==> src/rtl/bus_divide_pkg.sv <==
// Shared constants, state encoding and status packing for the bus divide unit.
package bus_divide_pkg;

  localparam logic [3:0] DEFAULT_DEV_ID = 4'h5;

  localparam logic [3:0] OFF_DIVIDEND  = 4'd0;
  localparam logic [3:0] OFF_DIVISOR   = 4'd1;
  localparam logic [3:0] OFF_QUOTIENT  = 4'd2;
  localparam logic [3:0] OFF_REMAINDER = 4'd3;
  localparam logic [3:0] OFF_STATUS    = 4'd4;

  localparam int STAT_BUSY        = 0;
  localparam int STAT_DONE        = 1;
  localparam int STAT_DIV_BY_ZERO = 2;
  localparam int STAT_OVERRUN     = 3;

  typedef enum logic [1:0] {
    IDLE = 2'd0,
    CALC = 2'd1,
    DONE = 2'd2
  } divState_t;

  function automatic logic [3:0] packStatus(input logic busy, input logic done,
                                            input logic divByZero, input logic overrun);
    logic [3:0] s;
    s                   = 4'd0;
    s[STAT_BUSY]        = busy;
    s[STAT_DONE]        = done;
    s[STAT_DIV_BY_ZERO] = divByZero;
    s[STAT_OVERRUN]     = overrun;
    return s;
  endfunction

endpackage

==> src/rtl/bus_divide_unit_div_core.sv <==
// Iterative unsigned restoring divider, one quotient bit per clock.
// A zero divisor skips the iteration and finishes on the next edge.
module div_core
  import bus_divide_pkg::*;
#(
  parameter int WIDTH = 32
) (
  input  logic             clk,
  input  logic             nReset,
  input  logic             start,
  input  logic [WIDTH-1:0] dividend,
  input  logic [WIDTH-1:0] divisor,
  output logic [WIDTH-1:0] quotient,
  output logic [WIDTH-1:0] remainder,
  output logic             busy,
  output logic             done,
  output logic             divByZero
);

  localparam int CW = $clog2(WIDTH + 1);

  divState_t        state;
  logic [WIDTH:0]   partRem;
  logic [WIDTH-1:0] shiftReg;
  logic [WIDTH-1:0] divisorReg;
  logic [CW-1:0]    count;
  logic [WIDTH:0]   trialRem;
  logic [WIDTH:0]   nextRem;
  logic             qBit;

  // One shift/subtract step; dividend bits leave shiftReg as quotient bits enter it.
  always_comb begin
    trialRem = {partRem[WIDTH-1:0], shiftReg[WIDTH-1]};
    if (trialRem >= {1'b0, divisorReg}) begin
      nextRem = trialRem - {1'b0, divisorReg};
      qBit    = 1'b1;
    end else begin
      nextRem = trialRem;
      qBit    = 1'b0;
    end
  end

  // Divider sequencer with registered busy/done/divByZero flags.
  always_ff @(posedge clk) begin
    if (!nReset) begin
      state      <= IDLE;
      partRem    <= '0;
      shiftReg   <= '0;
      divisorReg <= '0;
      count      <= '0;
      quotient   <= '0;
      remainder  <= '0;
      busy       <= 1'b0;
      done       <= 1'b0;
      divByZero  <= 1'b0;
    end else begin
      case (state)
        IDLE, DONE: begin
          if (start) begin
            if (divisor == '0) begin
              state     <= DONE;
              quotient  <= '1;
              remainder <= dividend;
              busy      <= 1'b0;
              done      <= 1'b1;
              divByZero <= 1'b1;
            end else begin
              state      <= CALC;
              partRem    <= '0;
              shiftReg   <= dividend;
              divisorReg <= divisor;
              count      <= CW'(WIDTH);
              busy       <= 1'b1;
              done       <= 1'b0;
              divByZero  <= 1'b0;
            end
          end else begin
            state <= state;
          end
        end
        CALC: begin
          partRem  <= nextRem;
          shiftReg <= {shiftReg[WIDTH-2:0], qBit};
          count    <= count - CW'(1);
          if (count == CW'(1)) begin
            state     <= DONE;
            quotient  <= {shiftReg[WIDTH-2:0], qBit};
            remainder <= nextRem[WIDTH-1:0];
            busy      <= 1'b0;
            done      <= 1'b1;
          end else begin
            state <= CALC;
          end
        end
        default: begin
          state <= IDLE;
          busy  <= 1'b0;
          done  <= 1'b0;
        end
      endcase
    end
  end

endmodule

==> src/rtl/bus_divide_unit.sv <==
// Memory-mapped divider responder: bus decode, operand registers, STATUS and
// a registered read port in front of the iterative div_core.
module bus_divide_unit
  import bus_divide_pkg::*;
#(
  parameter int         WIDTH  = 32,
  parameter logic [3:0] DEV_ID = DEFAULT_DEV_ID
) (
  input  logic         Clk,
  input  logic         nReset,
  output logic [255:0] DataOut,
  input  logic [255:0] DataIn,
  input  logic [15:0]  address,
  input  logic         nRead,
  input  logic         nWrite
);

  logic             sel;
  logic [3:0]       offset;
  logic             wrEn;
  logic             rdEn;
  logic             operandWrite;
  logic             startReq;
  logic [WIDTH-1:0] wrData;
  logic [WIDTH-1:0] dividendReg;
  logic [WIDTH-1:0] divisorReg;
  logic             overrunReg;
  logic [WIDTH-1:0] quotient;
  logic [WIDTH-1:0] remainder;
  logic             coreBusy;
  logic             coreDone;
  logic             coreDivByZero;
  logic [255:0]     readMux;
  logic             unusedBits;

  assign sel          = (address[15:12] == DEV_ID);
  assign offset       = address[3:0];
  assign wrEn         = sel & ~nWrite;
  assign rdEn         = sel & ~nRead;
  assign wrData       = DataIn[WIDTH-1:0];
  assign operandWrite = wrEn & ((offset == OFF_DIVIDEND) | (offset == OFF_DIVISOR));
  assign startReq     = wrEn & (offset == OFF_DIVISOR) & ~coreBusy;
  assign unusedBits   = ^{DataIn[255:WIDTH], address[11:4]};

  div_core #(.WIDTH(WIDTH)) u_core (
    .clk       (Clk),
    .nReset    (nReset),
    .start     (startReq),
    .dividend  (dividendReg),
    .divisor   (wrData),
    .quotient  (quotient),
    .remainder (remainder),
    .busy      (coreBusy),
    .done      (coreDone),
    .divByZero (coreDivByZero)
  );

  // Operand registers and overrun flag; operand writes are locked out while busy.
  always_ff @(posedge Clk) begin
    if (!nReset) begin
      dividendReg <= '0;
      divisorReg  <= '0;
      overrunReg  <= 1'b0;
    end else begin
      if (wrEn && (offset == OFF_DIVIDEND) && !coreBusy) begin
        dividendReg <= wrData;
      end else begin
        dividendReg <= dividendReg;
      end
      if (startReq) begin
        divisorReg <= wrData;
      end else begin
        divisorReg <= divisorReg;
      end
      if (operandWrite && coreBusy) begin
        overrunReg <= 1'b1;
      end else if (startReq) begin
        overrunReg <= 1'b0;
      end else begin
        overrunReg <= overrunReg;
      end
    end
  end

  // Read data selection from pre-edge register values.
  always_comb begin
    readMux = '0;
    case (offset)
      OFF_DIVIDEND:  readMux[WIDTH-1:0] = dividendReg;
      OFF_DIVISOR:   readMux[WIDTH-1:0] = divisorReg;
      OFF_QUOTIENT:  readMux[WIDTH-1:0] = quotient;
      OFF_REMAINDER: readMux[WIDTH-1:0] = remainder;
      OFF_STATUS:    readMux[3:0]       = packStatus(coreBusy, coreDone, coreDivByZero, overrunReg);
      default:       readMux            = '0;
    endcase
  end

  // Registered read port; idle bus cycles return zero.
  always_ff @(posedge Clk) begin
    if (!nReset) begin
      DataOut <= '0;
    end else if (rdEn) begin
      DataOut <= readMux;
    end else begin
      DataOut <= '0;
    end
  end

endmodule

==> config.mk <==
export PLATFORM = sky130hd
export DESIGN_NAME = bus_divide_unit
export DESIGN_NICKNAME = d
export VERILOG_FILES = /design/src/rtl/bus_divide_pkg.sv /design/src/rtl/bus_divide_unit_div_core.sv /design/src/rtl/bus_divide_unit.sv
export SDC_FILE = /design/constraint.sdc
export NUM_CORES = 1
export LEC_CHECK = 0
export ABC_CLOCK_PERIOD_IN_PS = 3100
export BUFFER_PORTS_ARGS = -buffer_cell sky130_fd_sc_hd__buf_2
export CORE_AREA = 2 2 206 208
export CTS_BUF_LIST = sky130_fd_sc_hd__clkbuf_2
export CTS_CLUSTER_DIAMETER = 40
export CTS_CLUSTER_SIZE = 16
export DETAILED_ROUTE_END_ITERATION = 12
export DIE_AREA = 0 0 208 210
export HOLD_SLACK_MARGIN = 0.03
export PLACE_DENSITY_LB_ADDON = 0.2
export SLEW_MARGIN = 20
export SYNTH_ARGS = -nofsm -noshare
export SYNTH_HDL_FRONTEND = slang
export SYNTH_SLANG_ARGS = --single-unit
==> constraint.sdc <==
create_clock -name Clk -period 3.1 [get_ports Clk]
set_input_delay 0.465 -clock Clk [delete_from_list [all_inputs] [get_ports Clk]]
set_output_delay 0.465 -clock Clk [all_outputs]
set_load 0.1 [all_outputs]
==> results_tabular.tex, run 1 <==
\begin{tabular}{lr}
\hline
Metric & Value \\
\hline
\multicolumn{2}{l}{\textbf{Critical path}} \\
Timing startpoint of the critical path & u\_core.divisorReg[25]\$\_SDFFE\_PN0P\_ \\
Reg-to-reg critical path endpoint & u\_core.remainder[4]\$\_SDFFE\_PN0P\_ \\
Kind of critical path & reg -> reg \\
Levels on crit path & 15 \\
Number of cell instances on the worst register-to-register path & 15 \\
Worst EP arrival & 3.72 ns \\
Critical-path top delay cell & dfxtp\_1 \\
List of cells traversed by the critical path & inv\_1 > ha\_1 > and4\_1 > nand2\_1 > nor3b\_1 > buf\_4 > nand4\_1 > a211oi\_2 > or2\_4 > buf\_12 > buf\_12 > mux2i\_1 > buf\_4 > a21o\_1 > a21oi\_1 \\
Setup crit end & u\_core.remainder[4]\$\_SDFFE\_PN0P\_ \\
Critical-path maximum fanout & 6 \\
Critical path launch point type & flip-flop \\
Gate family responsible for the most delay along the worst path & simple AND/OR/NAND/NOR gates \\
Source of the worst register-to-register timing path & u\_core.divisorReg[25]\$\_SDFFE\_PN0P\_ \\
Register-to-Register Setup Slack & 0.12 ns \\
Crit path capture type & flip-flop \\
Delay of the slowest cell on the worst path & 0.38 ns \\
Worst endpoint required time & 3.84 ns \\
CP Buf/Inv Count & 5 \\
\multicolumn{2}{l}{\textbf{Worst hold path}} \\
Class of the tightest hold or removal check & in -> reg \\
Worst Hold Depth & 6 \\
\multicolumn{2}{l}{\textbf{Route}} \\
Overall via count from detail\_route & 12.84k \\
Iteration count of the initial detailed-routing pass & 5 \\
Total detailed-routing wirelength & 44800 µm \\
Number of routed nets with antenna violations & 0 \\
Ratio of routed vias to standard cells & 5.058 \\
DRT iter0 DRCs & 984 \\
Wire per inst & 17.64 µm \\
Drc violations & 0 \\
\multicolumn{2}{l}{\textbf{Global routing}} \\
Number of antenna violations at the first check in global routing & 1 \\
Global-route wire length before repair & 69120 µm \\
Number of global-route vias before repair & 12.24k \\
Overflow after GRT & 0 \\
Gr usage total & 19.83\% \\
Largest net degree at the start of global routing & 90 \\
\multicolumn{2}{l}{\textbf{Pwr}} \\
Power, Total & 7.067 mW \\
Pwr/cell area & 433.5 nW/µm² \\
Pleak & 6.711 nW \\
Peak supply drop & 0.0002919 V \\
\multicolumn{2}{l}{\textbf{Final layout}} \\
Final Cell Area & 16300 µm² \\
Utilization after layout & 39.31\% \\
Commonest cells after routing, fill and taps aside & nand2\_1 (339), dfxtp\_1 (265), conb\_1 (224), a21oi\_1 (183), nor2\_1 (129) \\
Most common library cell in the layout ignoring fill and taps & nand2\_1 \\
Share of post-route cells with drive strength above 1 & 16.86\% \\
NumNets Final & 2279 \\
Filler-free cell count of the finished design & 2539 \\
Area overhead of the layout relative to synthesis & 12.03\% \\
\multicolumn{2}{l}{\textbf{STA}} \\
Maximum achievable frequency & 335.8 MHz \\
Setup ws final & 0.1219 ns \\
Final hold violation count & 0 \\
Worst clock skew & 0.06846 ns \\
Slew at the pin with the worst max-slew slack & 0.5822 ns \\
Clock period minus worst slack & 2.978 ns \\
Setup TNS & 0 ns \\
Worst slew slack as a fraction of its limit & 61.19\% \\
Final period util & 96.07\% \\
Hold WS & 0.2095 ns \\
Final setup viols & 0 \\
Final-report max-slew violation count & 0 \\
\multicolumn{2}{l}{\textbf{Synth}} \\
Most used DFF post-synth & dfxtp\_1 \\
Netlist area before placement & 14550 µm² \\
FF+latch count, synth & 268 \\
Per-instance average area after synthesis & 7.987 µm² \\
Seq/Total Area, Yosys & 36.87\% \\
Count of flip-flops with a built-in enable after synthesis & 0 \\
Count of cell types in the netlist & 73 \\
Cell count after synthesis & 1822 \\
Fraction of synthesis flops using an asynchronous set or reset pin & 0\% \\
Synthesis Warnings & 0 \\
\multicolumn{2}{l}{\textbf{Clocking}} \\
TritonCTS Buffers & 42 \\
Maximum clock path buffer count & 3 \\
Root buf cell & clkbuf\_2 \\
Later-pin clock latency in the skew report & 0.89 ns \\
Clock tree from TritonCTS & built \\
CTS H-Tree Depth & 2 \\
TritonCTS sink count & 268 \\
Clock transition at path regs & 0.19 ns \\
\multicolumn{2}{l}{\textbf{Placed design}} \\
Routability cong. & 0.8733 \\
Total placed instance area & 15190 µm² \\
Cell total after placement & 2413 \\
Buffers on Ports & 75 \\
Final HPWL from detailed placement & 30310 µm \\
Worst-case setup slack after placement & -0.05197 ns \\
\multicolumn{2}{l}{\textbf{Run}} \\
Max-capacitance violation count & 0 \\
\multicolumn{2}{l}{\textbf{Floorplanning}} \\
Die H & 210 µm \\
Horizontal die dimension & 208 µm \\
Placeable core region & 41480 µm² \\
Number of primary I/O pins & 532 \\
Starting Density & 35.09\% \\
FP Rows & 75 \\
Die footprint & 43680 µm² \\
\multicolumn{2}{l}{\textbf{Outcome}} \\
Status & completed \\
\hline
\end{tabular}
## registers in the layout (all words and copies together) (netlist names)
signal / count
u_core.partRem: 32
divisorReg: 32
u_core.divByZero: 1
u_core.quotient: 32
dividendReg: 32
u_core.count: 6
DataOut: 32
u_core.busy: 1
u_core.remainder: 32
u_core.divisorReg: 32
overrunReg: 1
u_core.shiftReg: 32
u_core.state: 2
u_core.done: 1
## layout make-up
type | instances | area, µm²
clock inverters | 26 | 211.5
well taps | 539 | 674.4
repair buffers | 228 | 1794
diodes | 1 | 2.502
fillers | 4351 | 25170
flip-flops and latches | 268 | 5369
clock buffers | 49 | 245.2
multi-input cells | 1387 | 7850
inverters | 41 | 156.4
## Yosys cell counts, types with 16 or more instances
| library cell | instances | area, µm² |
|---|---|---|
| xnor2_1 | 16 | 140.1 |
| a21oi_1 | 185 | 925.9 |
| nor2_1 | 131 | 491.7 |
| a21o_1 | 31 | 232.7 |
| a311oi_1 | 33 | 289.0 |
| a221oi_1 | 29 | 254.0 |
| buf_4 | 224 | 1682 |
| ha_1 | 34 | 425.4 |
| nand2_1 | 340 | 1276 |
| inv_1 | 41 | 153.9 |
| clkbuf_1 | 102 | 382.9 |
| dfxtp_1 | 268 | 5365 |
| o221a_2 | 31 | 349.1 |
| nand3_1 | 30 | 150.1 |
| o21ai_0 | 67 | 335.3 |
| mux2i_1 | 47 | 470.5 |
| a31oi_1 | 16 | 100.1 |
| and2_1 | 21 | 131.4 |
| buf_2 | 18 | 90.09 |
## repair_timing
action | in CTS | in global routing
gates cloned | 0 | 1
hold endpoints to repair | 107 | 0
buffers inserted | 0 | 8
pin swaps | 0 | 15
hold buffers | 41 | 0
setup endpoints to repair | 16 | 40
gates resized for setup | 2 | 26
## worst min path at each step
stage	endpoint	slack [ns]	from
floorplan	u_core.remainder[2]$_SDFFE_PN0P_	0.43	u_core.remainder[2]$_SDFFE_PN0P_
global placement	divisorReg[22]$_SDFFE_PN0P_	0.44	divisorReg[22]$_SDFFE_PN0P_
detailed placement	u_core.remainder[2]$_SDFFE_PN0P_	0.45	u_core.remainder[2]$_SDFFE_PN0P_
CTS	overrunReg$_SDFFE_PN0P_	0.10	nWrite
global route	overrunReg$_SDFFE_PN0P_	0.20	nWrite
finish	overrunReg$_SDFFE_PN0P_	0.21	nWrite
## per-layer routing
layer,GRT usage [%],part of all wire (%),vias up
met4,5.478,2.0,0
met3,3.859,7.5,55
met1,27.54,46,6080
li1,-,-,6162
met2,31.38,44,546
met5,0,0,-
## cell families after synthesis
group	count (synthesis)	synth area share [%]
buffers and inverters	390	16.32
adder cells (fa/ha/maj)	35	3.061
flip-flops	268	36.87
other	1	0.02577
AO/OA/AOI/OAI	460	21.35
AND/OR/NAND/NOR	590	17.21
multiplexers	51	3.542
XOR/XNOR	27	1.625
## tightest hold or removal path: stages
cell	delay (ns)
buf_2	0.09
nor4_1	0.07
nand2_1	0.09
buf_4	0.14
o21ai_0	0.08
a21oi_1	0.12
## report_power, final
group | total (mW) | switching, mW | internal (mW)
sequential | 3.45 | 0.00268 | 3.45
clock | 2.12 | 1.46 | 0.663
combinational | 1.49 | 1.38 | 0.114
total | 7.07 | 2.84 | 4.23
No activity file was read; power rests on OpenSTA's default activity.
==> run 2, diff against run 1 <==
- ABC_AREA: unset -> 1
==> run 2 against run 1 <==
Die area unchanged. Global-route usage up 1.7 points. Wire length up 8.3%. Critical endpoint is now u_core.partRem[18]$_SDFFE_PN0P_. Largest cell class unchanged.
==> results_tabular.tex, run 2 <==
\begin{tabular}{lr}
\hline
Metric & Value \\
\hline
\multicolumn{2}{l}{\textbf{Outcome}} \\
Status & completed \\
\multicolumn{2}{l}{\textbf{Final layout}} \\
Most common library cell in the layout ignoring fill and taps & nand2\_1 \\
Area overhead of the layout relative to synthesis & 6.913\% \\
Commonest cells after routing, fill and taps aside & nand2\_1 (514), inv\_1 (339), dfxtp\_1 (268), nor2\_1 (240), conb\_1 (224) \\
Share of post-route cells with drive strength above 1 & 8.163\% (-8.7 points) \\
Fillcell total & 4475 (+2.8\%) \\
NumNets Final & 2732 (+20\%) \\
\multicolumn{2}{l}{\textbf{STA}} \\
Worst slew slack as a fraction of its limit & 32.36\% (-29 points) \\
Final hold violation count & 0 (unchanged) \\
Slew at the pin with the worst max-slew slack & 1.015 ns (+0.4324 ns) \\
Setup ws final & 0.3440 ns (+0.2221 ns) \\
Setup TNS & 0 ns (unchanged) \\
Unrepaired setup endpoints after global routing & false \\
Final setup viols & 0 (unchanged) \\
Final-report max-slew violation count & 0 (unchanged) \\
Clock period minus worst slack & 2.756 ns (-0.2221 ns) \\
Worst clock skew & 0.1226 ns (+0.05414 ns) \\
Maximum achievable frequency & 362.8 MHz (+8.1\%) \\
Final period util & 88.90\% (-7.2 points) \\
\multicolumn{2}{l}{\textbf{Floorplanning}} \\
Die H & 210 µm (unchanged) \\
Horizontal die dimension & 208 µm (unchanged) \\
Starting Density & 37.44\% (+2.4 points) \\
Placeable core region & 41480 µm² (unchanged) \\
FP Rows & 75 (unchanged) \\
Die footprint & 43680 µm² (unchanged) \\
Number of primary I/O pins & 532 (unchanged) \\
\multicolumn{2}{l}{\textbf{Global routing}} \\
Number of antenna violations at the first check in global routing & 1 (unchanged) \\
Number of global-route vias before repair & 12.95k (+5.8\%) \\
Overflow after GRT & 0 (unchanged) \\
Gr usage total & 21.55\% (+1.7 points) \\
Global-route wire length before repair & 74270 µm (+7.5\%) \\
Largest net degree at the start of global routing & 158 (+76\%) \\
\multicolumn{2}{l}{\textbf{Clocking}} \\
Clock transition at path regs & 0.20 ns (about the same) \\
Clock tree from TritonCTS & built \\
CTS H-Tree Depth & 2 (unchanged) \\
TritonCTS sink count & 268 (unchanged) \\
Root buf cell & clkbuf\_2 \\
Later-pin clock latency in the skew report & 0.90 ns (about the same) \\
Buffers inserted during post-CTS setup optimization & 0 (unchanged) \\
Maximum clock path buffer count & 3 (unchanged) \\
Number of resized instances in the post-cts repair step & 0 (-2) \\
Hold buffer count at cts & 37 (-9.8\%) \\
TritonCTS Buffers & 38 (-9.5\%) \\
\multicolumn{2}{l}{\textbf{Critical path}} \\
Register-to-Register Setup Slack & 0.34 ns (+0.22 ns) \\
Reg-to-reg critical path endpoint & u\_core.partRem[18]\$\_SDFFE\_PN0P\_ \\
Worst endpoint required time & 3.91 ns (+0.07 ns) \\
Critical path launch point type & flip-flop \\
List of cells traversed by the critical path & inv\_1 > ha\_1 > nand2\_1 > nor2\_1 > nand2\_1 > nor2\_1 > nand2\_1 > nand2\_1 > a21oi\_2 > nand2\_4 > nand3\_1 > nand3\_1 > nand2\_1 > inv\_1 \\
Delay of the slowest cell on the worst path & 0.45 ns (+0.07 ns) \\
Setup crit end & u\_core.partRem[18]\$\_SDFFE\_PN0P\_ \\
Critical-path maximum fanout & 34 (+28) \\
Source of the worst register-to-register timing path & u\_core.divisorReg[19]\$\_SDFFE\_PN0P\_ \\
Timing startpoint of the critical path & u\_core.divisorReg[19]\$\_SDFFE\_PN0P\_ \\
Worst EP arrival & 3.56 ns (-0.16 ns) \\
Most numerous cell on the critical path & nand2\_1 \\
Number of cell instances on the worst register-to-register path & 14 (-1) \\
Crit path capture type & flip-flop \\
Critical-path top delay cell & ha\_1 \\
Kind of critical path & reg -> reg \\
\multicolumn{2}{l}{\textbf{Synth}} \\
Cells taking the most area after synthesis & dfxtp\_1 (35\%), nand2\_1 (12\%), buf\_4 (11\%) \\
Synthesis Warnings & 0 (unchanged) \\
Synth area leader & dfxtp\_1 \\
Fraction of synthesis flops using an asynchronous set or reset pin & 0\% (unchanged) \\
Netlist area before placement & 15530 µm² (+6.7\%) \\
Seq/Total Area, Yosys & 34.55\% (-2.3 points) \\
Most frequently used cell type in the post-synthesis netlist & nand2\_1 \\
FF+latch count, synth & 268 (unchanged) \\
Count of flip-flops with a built-in enable after synthesis & 0 (unchanged) \\
Per-instance average area after synthesis & 6.656 µm² (-17\%) \\
Count of cell types in the netlist & 46 (-37\%) \\
Cell count after synthesis & 2333 (+28\%) \\
Most used DFF post-synth & dfxtp\_1 \\
Top cell type's share of synthesized area & 34.55\% (-2.3 points) \\
Synth top cells by count & nand2\_1 (515), inv\_1 (339), dfxtp\_1 (268) \\
\multicolumn{2}{l}{\textbf{Pwr}} \\
Switching power share of the total & 37.83\% (-2.3 points) \\
Part of the power in the clock network & 33.5\% (+3.5 points) \\
Part of the total power dissipated in sequential elements & 46.3\% (-2.6 points) \\
Internal Dissipation & 4.644 mW (+9.8\%) \\
Pleak & 7.970 nW (+19\%) \\
Power, Total & 7.471 mW (+5.7\%) \\
Pwr/cell area & 450.0 nW/µm² (+3.8\%) \\
Peak supply drop & 0.0002575 V (-12\%) \\
Part of the power in combinational logic & 20.2\% (-0.9 points) \\
Net Sw Power & 2.826 mW (-0.42\%) \\
\multicolumn{2}{l}{\textbf{Route}} \\
Wire per inst & 16.23 µm (-8.0\%) \\
Number of routed nets with antenna violations & 0 (unchanged) \\
DRT iter0 DRCs & 1172 (+19\%) \\
Drc violations & 0 (unchanged) \\
Ratio of routed vias to standard cells & 4.819 (-4.7\%) \\
Total detailed-routing wirelength & 48530 µm (+8.3\%) \\
Iteration count of the initial detailed-routing pass & 7 (+2) \\
Overall via count from detail\_route & 14.41k (+12\%) \\
\multicolumn{2}{l}{\textbf{Worst hold path}} \\
Class of the tightest hold or removal check & in -> reg \\
\multicolumn{2}{l}{\textbf{Placed design}} \\
Buffers on Ports & 75 (unchanged) \\
Final HPWL from detailed placement & 34270 µm (+13\%) \\
Worst-case setup slack after placement & 0.3929 ns (+0.4448 ns) \\
Routability cong. & 0.9608 (+10\%) \\
\multicolumn{2}{l}{\textbf{Run}} \\
Max-capacitance violation count & 0 (unchanged) \\
\hline
\end{tabular}
## run 2: cell count changes after synthesis, sizes merged, moves of 30 or more
cell	before	now
nand4	11	42
mux2i	47	0
inv	41	346
nand2	340	519
a21oi	185	127
o21ai	70	129
nor2	132	244
a311oi	33	0
a21o	31	1
o221a	31	0
clkbuf	102	63
nand3	30	153
## run 2: worst max-delay path, delay by kind of cell, from the launching register on
kind	cells	cell delay [ns]
simple gates	10	1.68
fa+ha+maj	1	0.45
flops	1	0.35
buf+inv	2	0.12
compound gates	1	0.11
## run 2: how the worst min path moves through the flow
stage,cells after the start,endpoint,startpoint
finish,6,DataOut[0]$_SDFF_PN0_,address[15]
global route,5,DataOut[0]$_SDFF_PN0_,address[14]
CTS,6,DataOut[0]$_SDFF_PN0_,address[15]
detailed placement,2,divisorReg[1]$_SDFFE_PN0P_,divisorReg[1]$_SDFFE_PN0P_
global placement,2,divisorReg[1]$_SDFFE_PN0P_,divisorReg[1]$_SDFFE_PN0P_
floorplan,2,divisorReg[13]$_SDFFE_PN0P_,divisorReg[13]$_SDFFE_PN0P_
## run 2: cell families after synthesis
| logic type | count (synthesis) | share of synthesized area [%] |
|---|---|---|
| and+or+nand+nor | 984 | 26.48 |
| buffers and inverters | 675 | 22.40 |
| other | 1 | 0.02415 |
| DFF | 268 | 34.55 |
| adders and majority gates | 35 | 2.868 |
| AOI/OAI and AO/OA | 356 | 12.88 |
| xor gates and xnor gates | 14 | 0.7896 |
## run 2: power groups by stage
| stage | Combinational [mW] | Clock (mW) | Sequential (mW) |
|---|---|---|---|
| global route | 1.55 | 2.70 | 3.46 |
| CTS | 1.50 | 2.55 | 3.46 |
| detailed placement | 1.46 | 0 | 3.52 |
| global placement | 1.46 | 0 | 3.52 |
| floorplan | 1.54 | 0 | 3.52 |
| finish | 1.51 | 2.51 | 3.46 |
## run 2: cell type report
cell class                 count  area, µm²  share of cell area [%]
timing repair buffer         151       1154                   6.949
inverter                     349       1311                   7.898
clock inverter                29      362.8                   2.186
tap                          539      674.4                   4.062
clock buffer                  40      200.2                   1.206
antenna                        1      2.502                 0.01507
sequential                   268       5365                   32.32
multi-input combinational   1613       7532                   45.37
## run 2: layer usage
layer | routed length (µm) | track usage (%) | up-vias
li1 | - | - | 7129
met1 | 22690 | 31.38 | 6576
met2 | 20940 | 34.05 | 639
met3 | 3933 | 2.294 | 65
met4 | 963 | 5.405 | 0
met5 | 0 | 0 | -
## run 2: per-stage QoR
step / cell area, µm² / util (%) / hold slack [ns] / cells
2_1_floorplan: 16370 / - / 0.4238 / 2556
3_3_place_gp: 15670 / 37.77 / 0.4350 / 2883
3_5_place_dp: 15670 / 37.77 / 0.4401 / 2883
4_1_cts: 16600 / 40.02 / 0.03492 / 2989
5_1_grt: 16600 / 40.03 / 0.1077 / 2990
6_report: 16600 / 40.03 / 0.1227 / 2990
==> run 3, diff against run 2 <==
- CORE_AREA: 2 2 206 208 -> 2 2 209 211
- DIE_AREA: 0 0 208 210 -> 0 0 211 213
- SYNTH_HIERARCHICAL: unset -> 1
==> run 3 against run 2 <==
Die area up 2.9%. Clock skew is 0.011 ns lower. Final cell count up 11%. Synthesized area up 8.7%. Flip-flop and latch count did not move. Sequential power about the same. Critical path type unchanged. Largest power group unchanged.
==> results_tabular.tex, run 3 <==
\begin{tabular}{lr}
\hline
Metric & Value \\
\hline
\multicolumn{2}{l}{\textbf{Synth}} \\
Cell count after synthesis & 2650 (+14\%) \\
Netlist area before placement & 16880 µm² (+8.7\%) \\
Seq/Total Area, Yosys & 31.77\% (-2.8 points) \\
Top cell type's share of synthesized area & 31.77\% (-2.8 points) \\
FF+latch count, synth & 268 (unchanged) \\
Count of cell types in the netlist & 41 (-11\%) \\
Per-instance average area after synthesis & 6.372 µm² (-4.3\%) \\
Most used DFF post-synth & dfxtp\_1 \\
Synth top cells by count & nand2\_1 (614), inv\_1 (373), nor2\_1 (353) \\
Most frequently used cell type in the post-synthesis netlist & nand2\_1 \\
Fraction of synthesis flops using an asynchronous set or reset pin & 0\% (unchanged) \\
Cells taking the most area after synthesis & dfxtp\_1 (32\%), nand2\_1 (14\%), buf\_4 (10\%) \\
Count of flip-flops with a built-in enable after synthesis & 0 (unchanged) \\
Synthesis Warnings & 6 (+6) \\
Synth area leader & dfxtp\_1 \\
\multicolumn{2}{l}{\textbf{Clocking}} \\
TritonCTS Buffers & 39 (+2.6\%) \\
TritonCTS sink count & 268 (unchanged) \\
CTS H-Tree Depth & 2 (unchanged) \\
Clock tree from TritonCTS & built \\
Clock transition at path regs & 0.24 ns (+0.04 ns) \\
Maximum clock path buffer count & 3 (unchanged) \\
Root buf cell & clkbuf\_2 \\
Buffers inserted during post-CTS setup optimization & 0 (unchanged) \\
Later-pin clock latency in the skew report & 0.91 ns (about the same) \\
\multicolumn{2}{l}{\textbf{Final layout}} \\
Most common library cell in the layout ignoring fill and taps & nand2\_1 \\
Area overhead of the layout relative to synthesis & 5.743\% \\
Fillcell total & 4699 (+5.0\%) \\
Utilization after layout & 41.82\% (+1.8 points) \\
Filler-free cell count of the finished design & 3304 (+11\%) \\
NumNets Final & 3038 (+11\%) \\
Share of post-route cells with drive strength above 1 & 9.757\% (+1.6 points) \\
Commonest cells after routing, fill and taps aside & nand2\_1 (613), inv\_1 (373), nor2\_1 (350), dfxtp\_1 (268), conb\_1 (224) \\
\multicolumn{2}{l}{\textbf{Pwr}} \\
Peak supply drop & 0.0004476 V (+74\%) \\
Part of the total power dissipated in sequential elements & 45.8\% (-0.5 points) \\
Part of the power in combinational logic & 24.3\% (+4.1 points) \\
Pwr/cell area & 423.5 nW/µm² (-5.9\%) \\
Pleak & 9.035 nW (+13\%) \\
Part of the power in the clock network & 29.9\% (-3.6 points) \\
Internal Dissipation & 4.462 mW (-3.9\%) \\
Switching power share of the total & 40.98\% (+3.2 points) \\
Net Sw Power & 3.099 mW (+9.6\%) \\
\multicolumn{2}{l}{\textbf{STA}} \\
Setup TNS & 0 ns (unchanged) \\
Final setup viols & 0 (unchanged) \\
Final-report max-slew violation count & 0 (unchanged) \\
Maximum achievable frequency & 375.3 MHz (+3.4\%) \\
Final hold violation count & 0 (unchanged) \\
Worst slew slack as a fraction of its limit & 37.41\% (+5.0 points) \\
Clock period minus worst slack & 2.664 ns (-0.09170 ns) \\
Worst clock skew & 0.1119 ns (-0.01073 ns) \\
Unrepaired setup endpoints after global routing & false \\
Hold WS & 0.1368 ns (+0.01407 ns) \\
Slew at the pin with the worst max-slew slack & 0.9389 ns (-0.07571 ns) \\
Final period util & 85.95\% (-3.0 points) \\
\multicolumn{2}{l}{\textbf{Floorplanning}} \\
Placeable core region & 42700 µm² (+2.9\%) \\
Die footprint & 44940 µm² (+2.9\%) \\
Horizontal die dimension & 211 µm (+1.4\%) \\
Die H & 213 µm (+1.4\%) \\
Starting Density & 39.55\% (+2.1 points) \\
FP Rows & 76 (+1.3\%) \\
Number of primary I/O pins & 532 (unchanged) \\
\multicolumn{2}{l}{\textbf{Critical path}} \\
Reg-to-reg critical path endpoint & u\_core/partRem[10]\$\_SDFFE\_PN0P\_ \\
Number of cell instances on the worst register-to-register path & 16 (+2) \\
Source of the worst register-to-register timing path & u\_core/divisorReg[8]\$\_SDFFE\_PN0P\_ \\
Register-to-Register Setup Slack & 0.44 ns (+0.09 ns) \\
Worst endpoint required time & 3.87 ns (-0.04 ns) \\
Crit path capture type & flip-flop \\
Critical-path maximum fanout & 26 (-24\%) \\
Worst EP arrival & 3.43 ns (-0.13 ns) \\
Critical path launch point type & flip-flop \\
Kind of critical path & reg -> reg \\
Setup crit end & u\_core/partRem[10]\$\_SDFFE\_PN0P\_ \\
Timing startpoint of the critical path & u\_core/divisorReg[8]\$\_SDFFE\_PN0P\_ \\
\multicolumn{2}{l}{\textbf{Global routing}} \\
Gr usage total & 21.61\% (+0.053 points) \\
Number of antenna violations at the first check in global routing & 1 (unchanged) \\
Global-route wire length before repair & 76660 µm (+3.2\%) \\
Overflow after GRT & 0 (unchanged) \\
Number of global-route vias before repair & 14.21k (+9.7\%) \\
Largest net degree at the start of global routing & 71 (-55\%) \\
\multicolumn{2}{l}{\textbf{Outcome}} \\
Status & completed \\
\multicolumn{2}{l}{\textbf{Route}} \\
Number of routed nets with antenna violations & 0 (unchanged) \\
Overall via count from detail\_route & 15.54k (+7.8\%) \\
Drc violations & 0 (unchanged) \\
Wire per inst & 14.92 µm (-8.0\%) \\
Total detailed-routing wirelength & 49310 µm (+1.6\%) \\
Iteration count of the initial detailed-routing pass & 5 (-2) \\
DRT iter0 DRCs & 997 (-15\%) \\
Ratio of routed vias to standard cells & 4.702 (-2.4\%) \\
\multicolumn{2}{l}{\textbf{Placed design}} \\
Cell total after placement & 3191 (+11\%) \\
Routability cong. & 0.9058 (-5.7\%) \\
Buffers on Ports & 75 (unchanged) \\
Final HPWL from detailed placement & 35800 µm (+4.5\%) \\
\multicolumn{2}{l}{\textbf{Worst hold path}} \\
Class of the tightest hold or removal check & in -> reg \\
\multicolumn{2}{l}{\textbf{Run}} \\
Max-capacitance violation count & 0 (unchanged) \\
\hline
\end{tabular}
==> run 3: cell count changes after synthesis, moves of 16 or more <==
| cell | before | now |
|---|---|---|
| nand2_1 | 515 | 614 |
| o22ai_1 | 29 | 0 |
| nand3_2 | 2 | 31 |
| a221oi_1 | 25 | 0 |
| a31oi_1 | 32 | 1 |
| nand3_1 | 149 | 211 |
| buf_2 | 21 | 42 |
| a21oi_1 | 126 | 149 |
| o21ai_1 | 11 | 31 |
| nor2_1 | 241 | 353 |
| inv_1 | 339 | 373 |
| clkbuf_1 | 62 | 46 |
==> run 3: logic make-up after synthesis <==
group,count (synthesis),share of synthesized area [%]
AOI/OAI and AO/OA,292,8.774
xor gates and xnor gates,14,0.7262
adders and majority gates,35,2.638
buffers and inverters,733,22.25
DFF,268,31.77
other,1,0.02221
and+or+nand+nor,1307,33.81
==> run 3: timing repair <==
| action | 4_1_cts | 5_1_grt |
|---|---|---|
| gates resized for setup | 0 | 0 |
| hold endpoints to repair | 101 | 0 |
| hold buffers | 41 | 0 |
==> run 3: cell type report <==
cell class	instances	area (µm²)	area share, %
clock buffers	43	215.2	1.205
multi-input cells	1872	8626	48.31
flip-flops and latches	268	5365	30.05
well taps	546	683.2	3.826
inverters	389	1461	8.185
diodes	1	2.502	0.01402
clock inverters	28	280.3	1.570
repair buffers	157	1221	6.840
==> run 3: worst max-delay path, cell delays in order (launching register included) <==
cell and delay (ns):
dfxtp_1 0.34, inv_1 0.06, ha_1 0.38, nand2_1 0.10, nand2_1 0.08, inv_2 0.05, nand2_1 0.11, inv_2 0.07
nand3_2 0.15, nand2_2 0.11, nand2_2 0.07, nand3_4 0.15, buf_4 0.36, nand4_1 0.27, nand3_1 0.17, nand2_1 0.06
inv_1 0.05
==> run 3: stage by stage <==
stage	area [µm²]	total power, mW	setup slack, ns
finish	17850	7.561	0.4357
global route	17850	7.877	0.2739
CTS	17850	7.634	0.4895
detailed placement	16950	5.317	0.2183
global placement	16950	5.315	0.2311
floorplan	17720	5.318	0.8713
==> run 3: routing by layer <==
| layer | global-route usage, % | wire [µm] | part of all wire [%] |
|---|---|---|---|
| met1 | 27.33 | 21930 | 44 |
| met2 | 37.87 | 23570 | 48 |
| met3 | 2.839 | 2298 | 4.7 |
| met4 | 7.237 | 1515 | 3.1 |
| met5 | 0 | 0 | 0 |
==> run 3: power by group through the flow <==
stage | combinational [mW] | sequential (mW) | clock [mW]
4_1_cts | 1.83 | 3.46 | 2.34
3_5_place_dp | 1.78 | 3.53 | 0
2_1_floorplan | 1.79 | 3.53 | 0
6_report | 1.83 | 3.46 | 2.26
3_3_place_gp | 1.78 | 3.53 | 0
5_1_grt | 1.91 | 3.47 | 2.50
==> run 3: how the worst min path moves through the flow <==
stage,end,depth (start not counted),from,slack [ns]
final,DataOut[2]$_SDFF_PN0_,6,address[15],0.14
after global routing,DataOut[2]$_SDFF_PN0_,6,address[15],0.11
after CTS,DataOut[2]$_SDFF_PN0_,6,address[15],0.04
after detailed placement,u_core/divisorReg[15]$_SDFFE_PN0P_,2,u_core/divisorReg[15]$_SDFFE_PN0P_,0.45
after global placement,u_core/divisorReg[15]$_SDFFE_PN0P_,2,u_core/divisorReg[15]$_SDFFE_PN0P_,0.45
after floorplan,u_core/divisorReg[10]$_SDFFE_PN0P_,2,u_core/divisorReg[10]$_SDFFE_PN0P_,0.44
